===== src/rtl/cond_unit.sv =====
// ============================================================================
//  Module   : cond_unit
//  Purpose  : NZCV flag register, ARM condition evaluation and write/branch
//             strobe gating. Optional macro COND_PERF_CNT_EN adds the
//             saturating execute/squash performance counters.
//  Revision : 1.0 - initial release
// ============================================================================
`default_nettype none

module cond_unit #(
    parameter int CNT_W = 16
) (
    input  logic             clk,
    input  logic             rst_n,
    input  logic             in_valid,
    input  logic [3:0]       Cond,
    input  logic [3:0]       ALUFlags,
    input  logic [1:0]       FlagW,
    input  logic             PCS,
    input  logic             RegW,
    input  logic             MemW,
    input  logic             NoWrite,
    input  logic             cnt_clr,
    output logic             PCSrc,
    output logic             RegWrite,
    output logic             MemWrite,
    output logic             CondEx,
    output logic [3:0]       Flags,
    output logic [CNT_W-1:0] exec_cnt,
    output logic [CNT_W-1:0] squash_cnt
);

    logic [3:0] r_flags;
    logic       w_n;
    logic       w_z;
    logic       w_c;
    logic       w_v;
    logic       w_cond_pass;
    logic       w_cond_ex;

    assign {w_n, w_z, w_c, w_v} = r_flags;

    // Evaluated against the registered flags so an instruction never sees its own result
    always_comb begin
        w_cond_pass = 1'b0;
        case (Cond)
            4'b0000: w_cond_pass = w_z;
            4'b0001: w_cond_pass = ~w_z;
            4'b0010: w_cond_pass = w_c;
            4'b0011: w_cond_pass = ~w_c;
            4'b0100: w_cond_pass = w_n;
            4'b0101: w_cond_pass = ~w_n;
            4'b0110: w_cond_pass = w_v;
            4'b0111: w_cond_pass = ~w_v;
            4'b1000: w_cond_pass = w_c & ~w_z;
            4'b1001: w_cond_pass = ~w_c | w_z;
            4'b1010: w_cond_pass = ~(w_n ^ w_v);
            4'b1011: w_cond_pass = w_n ^ w_v;
            4'b1100: w_cond_pass = ~w_z & ~(w_n ^ w_v);
            4'b1101: w_cond_pass = w_z | (w_n ^ w_v);
            4'b1110: w_cond_pass = 1'b1;
            default: w_cond_pass = 1'b0;
        endcase
    end

    assign w_cond_ex = in_valid & w_cond_pass;

    assign CondEx   = w_cond_ex;
    assign PCSrc    = PCS & w_cond_ex;
    assign MemWrite = MemW & w_cond_ex;
    assign RegWrite = RegW & w_cond_ex & ~NoWrite;
    assign Flags    = r_flags;

    // ALUFlags is only sampled under an enabled field write, keeping X out of the register
    always_ff @(posedge clk or negedge rst_n) begin
        if (!rst_n) begin
            r_flags <= 4'b0000;
        end else if (w_cond_ex) begin
            if (FlagW[1]) begin
                r_flags[3:2] <= ALUFlags[3:2];
            end
            if (FlagW[0]) begin
                r_flags[1:0] <= ALUFlags[1:0];
            end
        end
    end

`ifdef COND_PERF_CNT_EN
    logic [CNT_W-1:0] r_exec_cnt;
    logic [CNT_W-1:0] r_squash_cnt;

    always_ff @(posedge clk or negedge rst_n) begin
        if (!rst_n) begin
            r_exec_cnt   <= '0;
            r_squash_cnt <= '0;
        end else if (cnt_clr) begin
            r_exec_cnt   <= '0;
            r_squash_cnt <= '0;
        end else if (in_valid) begin
            if (w_cond_pass) begin
                if (r_exec_cnt != {CNT_W{1'b1}}) begin
                    r_exec_cnt <= r_exec_cnt + 1'b1;
                end
            end else begin
                if (r_squash_cnt != {CNT_W{1'b1}}) begin
                    r_squash_cnt <= r_squash_cnt + 1'b1;
                end
            end
        end
    end

    assign exec_cnt   = r_exec_cnt;
    assign squash_cnt = r_squash_cnt;
`else
    logic w_unused_cnt_clr;

    assign w_unused_cnt_clr = cnt_clr;
    assign exec_cnt         = '0;
    assign squash_cnt       = '0;
`endif

endmodule

`default_nettype wire


===== config.mk =====
export PLATFORM = sky130hd
export DESIGN_NAME = cond_unit
export DESIGN_NICKNAME = d
export VERILOG_FILES = /design/src/rtl/cond_unit.sv
export SDC_FILE = /design/constraint.sdc
export NUM_CORES = 1
export LEC_CHECK = 0
export BUFFER_PORTS_ARGS = -buffer_cell sky130_fd_sc_hd__buf_2
export CAP_MARGIN = 20
export CORE_MARGIN = 2
export CORE_UTILIZATION = 40
export DETAILED_ROUTE_END_ITERATION = 12
export GPL_TIMING_DRIVEN = 1
export PLACE_DENSITY = 0.83
export SYNTH_ARGS = -nofsm -noshare
export SYNTH_HDL_FRONTEND = slang
export SYNTH_SLANG_ARGS = --single-unit

===== constraint.sdc =====
create_clock -name clk -period 2.94 [get_ports clk]
set_input_delay 0.588 -clock clk [delete_from_list [all_inputs] [get_ports clk]]
set_output_delay 0.588 -clock clk [all_outputs]
set_load 0.005 [all_outputs]

==> results.json <==
{
  "ant_nets": 0,
  "track_usage": 0.1206,
  "boundaryPins": 58,
  "synth_edf_count": 0,
  "yosys_warnings": 0,
  "gr-total-overflow": 0,
  "insertion_delay_ns": 0.23,
  "final_hold_viol_count": 0,
  "worst_ep_arrival_time_ns": 2.07,
  "endpoint_kind": "primary output",
  "r2r_start": "Flags[3]",
  "final_cell_mix": "32 x conb_1, 24 x buf_2, 6 x nand2_1",
  "cts.repair.resized": 0,
  "synthesis.area_um2": 651.9,
  "grt_pass1_wl_mm": 1.814,
  "cts_hold_buf": 0,
  "grt_use_met1": 0.1322,
  "fmax_mhz": 376.1,
  "maxSlewViolCount": 0,
  "worstPathCellList": "xnor2_1 -> o32ai_1 -> o311ai_1 -> a31oi_1 -> and3b_1 -> buf_2",
  "initial_core_util": 0.4278,
  "setup_tns_ns": 0,
  "fp-row-count": 14,
  "ys_seq_elements": 4,
  "ir_worst_vdd_uv": 338.6,
  "grtUsageMet3": 0.01224,
  "finClkSkew_ns": 0.003204,
  "ys_async_sr_fraction": 1.000,
  "via_per_inst": 4.575,
  "period_needed_ns": 2.659,
  "grt_max_degree": 12,
  "core_area_um2": 1524,
  "cp.required_ns": 2.35,
  "place_hpwl_um": 982.4,
  "cap_violations": 0,
  "post_cts_buffers": 0,
  "yosysSeqAreaShare": 0.1536,
  "crit_fanout": 5,
  "die_w_um": 44.37,
  "setup_viol": 0,
  "avgRoutedWirePerCell_um": 9.675,
  "syn_inst": 81,
  "cpPeakStageDelay_ns": 0.47,
  "critPathLaunchType": "flip-flop",
  "power.density_nw_per_um2": 580.7,
  "dr.pass1.iters": 4,
  "drcViolationCount": 0,
  "synthFlopType": "dfrtp_1",
  "synth_cell_types": 25,
  "final_common_cell": "conb_1",
  "clock_path_buffers": 2,
  "fin_crit_sh": 0.9043,
  "io_buffer_count": 24,
  "p_leak_nw": 0.3793,
  "drive_gt1_frac": 0.3077,
  "synth_area_per_cell_um2": 8.048,
  "root_buffer": "clkbuf_4",
  "busiest_layer": "met2",
  "grt_use_met2": 0.2265,
  "rsz0062_at_grt": "no",
  "cpMaxStageDelayCell": "o311ai_1",
  "htreeDepth": 1,
  "cts_tree": "built",
  "drtIter0Drc": 13,
  "gp_congestion": 0.7697,
  "grt_pass1_vias": 449,
  "layout.nets": 124,
  "cts_made_buffers": 3,
  "fp.dieH_um": 44.37,
  "largest_register_ffs": 4,
  "num_vias": 549,
  "antenna_cells": 0,
  "status": "completed",
  "syn2layout_area_growth_pct": 1.727,
  "design.die.area_um2": 1969,
  "hold_class": "primary input to async pin",
  "cp-startpoint": "Flags[3]",
  "critPathKind": "flip-flop to primary output",
  "routed_wirelength_mm": 1.161,
  "antenna_found_initial": 0,
  "path_clk_slew_ns": 0.04,
  "cts.sinks": 4,
  "total_power_mw": 0.3851
}
Yosys cell counts, types with 2 or more instances:
cell type / count / area, um^2
nand3_1: 3 / 15.01
dfrtp_1: 4 / 100.1
o21ai_0: 2 / 10.01
nand2_1: 6 / 22.52
nor2_1: 3 / 11.26
a31oi_1: 3 / 18.77
buf_4: 32 / 240.2
buf_6: 2 / 22.52
nand4_1: 2 / 12.51
and2_1: 3 / 18.77
nand2b_1: 2 / 12.51
mux2_2: 4 / 45.04
mux2i_1: 3 / 30.03
critical path: cells and delay by family (launching register included):
family	cells	cell delay, ns
XOR/XNOR	1	0.30
flip-flops	1	0.42
buffers and inverters	1	0.12
AND/OR/NAND/NOR	1	0.20
AO/OA/AOI/OAI	3	0.79
where the power goes:
part / internal [mW] / leakage (nW) / total (mW) / switching (mW)
Sequential: 0.0835 / 0.0472 / 0.128 / 0.0445
Combinational: 0.103 / 0.318 / 0.190 / 0.0871
Clock: 0.0456 / 0.0138 / 0.0670 / 0.0214
routing by layer:
metal | part of all wire | vias to the layer above
met1 | 0.36 | 247
met5 | 0 | -
li1 | - | 261
met4 | 0 | 0
met3 | 0.085 | 0
met2 | 0.55 | 41
final timing paths:
check                           end  slack [ns]  depth (start not counted)
setup / recovery           RegWrite        0.28                          6
hold / removal             Flags[3]        0.15                          1
setup reg to reg           Flags[1]        0.97                          5
hold reg to reg            Flags[0]        0.61                          1
max in group asynchronous  Flags[1]        2.67                          1
min in group clk           Flags[3]        0.59                          2
metrics by stage:
step           instances  setup WS, ns  hold WS [ns]  utilization  instance area [um^2]
3_5_place_dp         117        0.2956        0.3974       0.4204                 640.6
6_report             120        0.2813        0.1500       0.4351                 663.1
3_3_place_gp         117        0.3509        0.3922       0.4204                 640.6
5_1_grt              120        0.1640        0.1470       0.4351                 663.1
2_1_floorplan        112        0.5630        0.2924            -                 768.2
4_1_cts              120        0.2990        0.1460       0.4351                 663.1
layout make-up:
| class | instances | area [um^2] |
|---|---|---|
| fillers | 165 | 860.8 |
| multi-input cells | 72 | 396.6 |
| repair buffers | 24 | 120.1 |
| flip-flops and latches | 4 | 100.1 |
| clock buffers | 3 | 22.52 |
| well taps | 16 | 20.02 |
| inverters | 1 | 3.754 |
cell families (layout without fill, tap and decap cells):
kind of cell / after synthesis / count (layout) / synth area share
AND/OR/NAND/NOR: 22 / 22 / 0.1747
other: 1 / 32 / 0.005753
XOR/XNOR: 1 / 1 / 0.01344
buffers and inverters: 36 / 28 / 0.4165
multiplexers: 8 / 8 / 0.1382
flip-flops: 4 / 4 / 0.1536
AO/OA/AOI/OAI: 9 / 9 / 0.09790
Power figures use the tool's default switching activity.
